==> config.mk <==
export PLATFORM = sky130hd
export DESIGN_NAME = cnn_mac_arb
export DESIGN_NICKNAME = d
export VERILOG_FILES = /design/src/rtl/cnn_mac_arb.sv
export SDC_FILE = /design/constraint.sdc
export NUM_CORES = 1
export LEC_CHECK = 0
export CAP_MARGIN = 5
export CORE_MARGIN = 2
export CORE_UTILIZATION = 55
export DETAILED_ROUTE_END_ITERATION = 12
export DONT_BUFFER_PORTS = 1
export PLACE_DENSITY = 0.8
export SLEW_MARGIN = 10
export SYNTH_ARGS = -nofsm -noshare
export SYNTH_HDL_FRONTEND = slang
export SYNTH_SLANG_ARGS = --single-unit
==> constraint.sdc <==
create_clock -name ap_clk -period 9.3 [get_ports ap_clk]
set_clock_uncertainty 0.05 [all_clocks]
set_input_delay 1.86 -clock ap_clk [delete_from_list [all_inputs] [get_ports ap_clk]]
set_output_delay 1.86 -clock ap_clk [all_outputs]
set_load 0.03 [all_outputs]
==> src/rtl/cnn_mac_arb.sv <==
// cnn_mac_arb: two-requester round-robin front end for one shared signed
// 14x9 MAC. A granted requester streams KLEN pixel/weight pairs, the block
// accumulates them and presents the sum with the owner's index.
// Optional build macro CNN_MAC_ARB_RELU_EN clamps negative sums to zero.
module cnn_mac_arb #(
  parameter int KLEN  = 9,
  parameter int ACC_W = 27
) (
  input  logic             ap_clk,
  input  logic             ap_rst_n,
  input  logic             req0_valid,
  output logic             req0_ready,
  input  logic [13:0]      req0_pix,
  input  logic [8:0]       req0_wgt,
  input  logic             req1_valid,
  output logic             req1_ready,
  input  logic [13:0]      req1_pix,
  input  logic [8:0]       req1_wgt,
  output logic             res_valid,
  input  logic             res_ready,
  output logic [ACC_W-1:0] res_data,
  output logic             res_id
);

  localparam int CNT_W = $clog2(KLEN + 1);

  typedef enum logic [1:0] {IDLE, BUSY, DRAIN, OUT} state_t;

  state_t            state, state_nx;
  logic [CNT_W-1:0]  cnt;
  logic              dcnt;       // counts the two DRAIN cycles
  logic              gnt;        // requester owning the current burst
  logic              prio;       // requester that wins the next tie
  logic              any_req, win, sel_valid, busy_rdy, accept, start;
  logic [13:0]       op_pix;
  logic [8:0]        op_wgt;
  logic [22:0]       prod;
  logic [ACC_W-1:0]  acc;
  logic [1:0]        vld_pipe;   // [0] operands valid, [1] product valid

  assign any_req   = req0_valid | req1_valid;
  // single requester wins outright; on a tie the pointer decides
  assign win       = (req0_valid & req1_valid) ? prio : req1_valid;
  assign sel_valid = gnt ? req1_valid : req0_valid;
  assign busy_rdy  = (state == BUSY) && (cnt < CNT_W'(KLEN));
  assign accept    = busy_rdy & sel_valid;
  assign start     = (state == IDLE) & any_req;

  // next-state and handshake outputs
  always_comb begin
    state_nx   = state;
    req0_ready = busy_rdy & ~gnt;
    req1_ready = busy_rdy & gnt;
    res_valid  = (state == OUT);
    case (state)
      IDLE:  if (any_req) state_nx = BUSY;
      BUSY:  if (accept && cnt == CNT_W'(KLEN - 1)) state_nx = DRAIN;
      DRAIN: if (dcnt) state_nx = OUT;
      OUT:   if (res_ready) state_nx = IDLE;
      default: state_nx = IDLE;
    endcase
  end

  // state register
  always_ff @(posedge ap_clk or negedge ap_rst_n) begin
    if (!ap_rst_n) state <= IDLE;
    else           state <= state_nx;
  end

  // drain timer: 0 on entry, flips once, leaves on the second cycle
  always_ff @(posedge ap_clk or negedge ap_rst_n) begin
    if (!ap_rst_n) dcnt <= 1'b0;
    else           dcnt <= (state == DRAIN) ? ~dcnt : 1'b0;
  end

  // grant, round-robin pointer and pair counter
  always_ff @(posedge ap_clk or negedge ap_rst_n) begin
    if (!ap_rst_n) begin
      gnt  <= 1'b0;
      prio <= 1'b0;
      cnt  <= '0;
    end else if (start) begin
      gnt  <= win;
      prio <= ~win;
      cnt  <= '0;
    end else if (accept) begin
      cnt  <= cnt + 1'b1;
    end
  end

  // operand mux feeds the single multiplier; product then accumulate
  always_ff @(posedge ap_clk or negedge ap_rst_n) begin
    if (!ap_rst_n) begin
      op_pix   <= '0;
      op_wgt   <= '0;
      prod     <= '0;
      acc      <= '0;
      vld_pipe <= '0;
    end else begin
      vld_pipe <= {vld_pipe[0], accept};
      if (accept) begin
        op_pix <= gnt ? req1_pix : req0_pix;
        op_wgt <= gnt ? req1_wgt : req0_wgt;
      end
      // low 23 bits of the sign-extended product equal the signed product
      if (vld_pipe[0])
        prod <= {{9{op_pix[13]}}, op_pix} * {{14{op_wgt[8]}}, op_wgt};
      if (start)
        acc <= '0;
      else if (vld_pipe[1])
        acc <= acc + {{(ACC_W-23){prod[22]}}, prod};
    end
  end

  assign res_id = gnt;

`ifdef CNN_MAC_ARB_RELU_EN
  assign res_data = acc[ACC_W-1] ? '0 : acc;
`else
  assign res_data = acc;
`endif

endmodule

### Word-level counts from Yosys, hierarchy flattened

Index checks and enable logic that the tools add are counted.

* register bits after elaboration: 84
* latch bits: 0
* memory bits (writable): 0
* ROM bits: 0
* input bits: 51
* memories kept: 0

* add/sub/neg operators: 2
* multipliers: 1
* div/mod/pow operators: 0
* $lt $le $gt $ge: 1
* equality and inequality tests: 8
* shift-type cells: 0
* mux-type cells: 14
* bitwise logic cells: 9
* reduce and logical (&&, ||, !) cells: 6

Operator list (number)
* 27-bit 2-to-1 mux: 2
* 27-bit adder: 1
* 14-bit by 9-bit multiplier with 23-bit output: 1
* 14-bit 2-to-1 mux: 1
* 9-bit 2-to-1 mux: 1
* 2-bit 2-to-1 mux: 4
* 4-bit 2-to-1 mux: 2
* 2-bit case mux with 4 select lines: 1
* 1-bit bitwise AND: 5
* 4-bit by 1-bit adder with 4-bit output (second input constant): 1
* 2-bit equality test (second input constant): 2
* 4-bit equality test (second input constant): 1
* 4-bit < comparator (second input constant): 1
* 2-bit by 1-bit != test with 1-bit output (second input constant): 2
* 2-bit != test (second input constant): 2
* 4-bit AND reduction: 1
* 2-bit nonzero test: 2
* 1-bit 2-to-1 mux: 3
* 1-bit NOT: 3
* 2-bit by 1-bit equality test with 1-bit output (second input constant): 1
* 1-bit logical AND: 2
* 2-bit zero test: 1
* 1-bit bitwise OR: 1

### Depth between registers and ports, before layout

* word-level depth: 6
* depth in mapped cells: 20

### Least setup slack after synthesis

Ideal clock, no wire load.

* path kind: reg2reg
* from: reg op_pix[13]
* to: reg prod[22]
* setup time: 0.136 ns
* arrival time: 4.832 ns
* required time: 9.114 ns
* slack: 4.281 ns
* cell stages (with the launch flop): 20
* buffers on the path: 1
* clock period less this slack: 5.019 ns
* cells stage by stage: dfrtp_1 -> clkbuf_1 -> and2_1 -> fa_1 -> inv_1 -> fa_1 -> inv_1 -> fa_1 -> inv_1 -> fa_1 -> inv_1 -> ha_1 -> ha_1 -> o21ai_0 -> nand2b_1 -> nand2_1 -> nor2_1 -> a211o_1 -> xnor2_1 -> a21oi_1

* cells in the longest elaborated chain, start to end: 1

RTL lines
* start, declared: RTL line 35 `logic [13:0] op_pix;`
* start signal, assigned: RTL line 102 `op_pix <= gnt ? req1_pix : req0_pix;`
* 14-bit by 9-bit multiplier with 23-bit output: RTL line 107 `prod <= {{9{op_pix[13]}}, op_pix} * {{14{op_wgt[8]}}, op_wgt};`
* end signal, assigned: RTL line 107
* end, declared: RTL line 37 `logic [22:0] prod;`

Every way passes these cells.
A chain may end at the register's enable or synchronous reset.

### Final worst setup path

* from: reg op_wgt[1]
* to: reg prod[22]

* cells in the longest elaborated chain, start to end: 1

RTL lines
* start, declared: RTL line 36 `logic [8:0] op_wgt;`
* start signal, assigned: RTL line 103 `op_wgt <= gnt ? req1_wgt : req0_wgt;`
* 14-bit by 9-bit multiplier with 23-bit output: RTL line 107

Every way passes these cells.

==> impl_metrics.toml <==
[finish]
area_growth_pct = 4.700
layout_common_cells = "119 x inv_1, 106 x fa_1, 83 x dfrtp_1"
instances_no_fill = 1183
nets = 1195
nFillCells = 1384
final_common_cell = "inv_1"
postLayoutCoreUtil_pct = 58.86
drive_above_1_share_pct = 5.198

[route]
route.met2.wl_um = 9898
drt_iter0_markers = 398
drc = 0
num_vias = 6758
drt-met1-wl_um = 8299
avgRoutedWirePerCell_um = 16.30
dr.pass1.iters = 5
finalWirelength_um = 19290
ant_nets = 0
dr_wl_met3_um = 578
avgViaCountPerCell = 5.713
dr.max_layer_used = "met4"

[logic_synthesis]
yosysUniqueCellTypes = 65
synth_compound_area_share_pct = 12.12
synth.yosys.seq_area_share_pct = 22.63
muxShareOfSynthArea_pct = 5.912
synth-xor-area-share_pct = 3.300
synth_ff_type = "dfrtp_1"
syn-num-nets = 1225
synth-seq-cells = 84
synth_top_family_by_area = "adder cells"
synth_edf_count = 0
ys_warn_count = 0
synth.avg_cell_area_um2 = 9.403
synthCells = 988
synthesis.area_um2 = 9290
synthAdderAreaFrac_pct = 33.62
async_flop_share_pct = 100.0
synth_simple_gate_area_share_pct = 15.82

[clock_network]
post_cts_buffers = 0
cts_root_buf = "clkbuf_16"
clk_path_buf_depth = 2
cts_resized = 0
numCtsBuffers = 9
postCtsHoldBufs = 0
cts_htree_levels = 3
cts_tree = "yes"
cts.sinks = 84
clk_pin_slew_ps = 70
clk_latency_ps = 360

[die]
die_x_um = 134.0
die_area_um2 = 17950
rows = 47
die_h_um = 134.0
start_util_pct = 56.22
ioPinCount = 82
core_um2 = 16520

[timing]
rsz0062_at_grt = "no"
layout_min_cycle_time_ps = 5416
drv_slew = 0
setup_violations = 0
slew_headroom_pct = 21.44
finalHoldViolations = 0
min_period_over_period_pct = 58.24
setup_tns_ps = 0
tightest_slew_ps = 1176
timing.fmax_ghz = 0.1846

[worst_setup_path]
criticalPathCategory = "reg2reg"
reg2reg_depth = 18
start_kind = "register"
endpoint_kind = "register"
cp.arrival_ps = 5640
critPathMaxFanout = 15
required_ps = 9520
r2r_setup_slack_ps = 3880

[grt]
grt_max_degree = 85
grt_pass1_vias = 6890
antenna_found_initial = 0
grt_pass1_wl_um = 32740
track_usage_pct = 22.81
grt_overflow_total = 0

[placement]
portBuffers = 0
dp_hpwl_um = 14710
gp_congestion = 0.9002
place_inst = 1167

[min_path]
holdPathStages = 1
hp-class = "reg2reg"

[run]
max_cap_viol_count = 0

[status]
status = "complete, no violations"
worst max-delay path: stages, from the launching register on:
cell and delay (ps):
dfrtp_1 550, and2_1 270, fa_1 680, inv_1 150, fa_1 620, inv_1 120
fa_1 540, inv_1 50, fa_1 530, inv_1 40, ha_1 280, ha_1 400
o21ai_0 200, nand2b_1 110, nand2_1 100, nor2_1 50, a211o_1 290, xnor2_1 120
a21oi_1 150
synthesized netlist by cell type, types with 3 or more instances:
master | n | area (um^2)
buf_1 | 3 | 11.26
xnor2_1 | 29 | 254.0
a211oi_1 | 5 | 37.54
and2_1 | 61 | 381.6
o21bai_1 | 6 | 45.04
a21oi_1 | 67 | 335.3
mux2i_1 | 38 | 380.4
inv_1 | 119 | 446.7
nor2b_1 | 8 | 50.05
ha_1 | 80 | 1001
nor3_1 | 9 | 45.04
a31oi_1 | 6 | 37.54
nand3_1 | 12 | 60.06
mux2_2 | 15 | 168.9
nand2b_1 | 12 | 75.07
o21ai_0 | 25 | 125.1
nor2_1 | 71 | 266.5
fa_1 | 106 | 2122
dfrtp_1 | 84 | 2102
a21o_1 | 21 | 157.7
a21boi_0 | 4 | 30.03
nand3b_1 | 7 | 52.55
nand2_1 | 82 | 307.8
clkbuf_1 | 40 | 150.1
o211ai_1 | 4 | 30.03
and3_1 | 8 | 50.05
o21a_1 | 6 | 45.04
xor2_1 | 6 | 52.55
o21ai_1 | 4 | 20.02
nand4_1 | 6 | 37.54
worst paths after layout:
check | start | endpoint
min reg2reg | dcnt$_DFF_PN0_ | dcnt$_DFF_PN0_
max reg2reg | op_wgt[1]$_DFFE_PN0P_ | prod[22]$_DFFE_PN0P_
max | op_wgt[1]$_DFFE_PN0P_ | prod[22]$_DFFE_PN0P_
min | dcnt$_DFF_PN0_ | dcnt$_DFF_PN0_
min in group asynchronous | ap_rst_n | res_data[15]$_DFFE_PN0P_
max in group asynchronous | ap_rst_n | res_id$_DFFE_PN0P_
area by class of cell:
class	instances	area [um^2]	share of cell area, %
multi-input combinational	741	6585	67.70
sequential	84	2103	21.62
inverter	119	446.7	4.592
tap	220	275.3	2.830
clock buffer	10	229.0	2.354
clock inverter	5	62.56	0.6432
timing repair buffer	3	22.52	0.2315
antenna	1	2.502	0.02573
flip-flops by register name, summed over array words and instances (netlist names), 2 cells and up:
register  cells
state         2
res_data     27
op_pix       14
cnt           4
vld_pipe      2
prod         23
op_wgt        9
per-stage QoR:
step	instance area [um^2]	setup slack [ps]	hold slack, ps
after global placement	9433	4028	362.0
after CTS	9724	3878	380.3
final	9727	3884	376.1
after global routing	9724	3535	397.1
after floorplan	9290	4281	301.9
after detailed placement	9433	3932	361.0
layer usage:
layer  GRT usage, %  up-vias
met5              0        -
met4          9.456        0
met3          2.759       39
met2          39.37      159
met1          29.19     3353
li1               -     3207
kinds of logic after synthesis:
kind of cell	after synthesis
buffers and inverters	163
adders and majority gates	186
AOI/OAI and AO/OA	173
xor gates and xnor gates	35
DFF	84
and+or+nand+nor	294
muxes	53
Power is left out: the tool's default activity adds up to more than one toggle a clock period on the data nets, which glitch-free logic cannot reach.
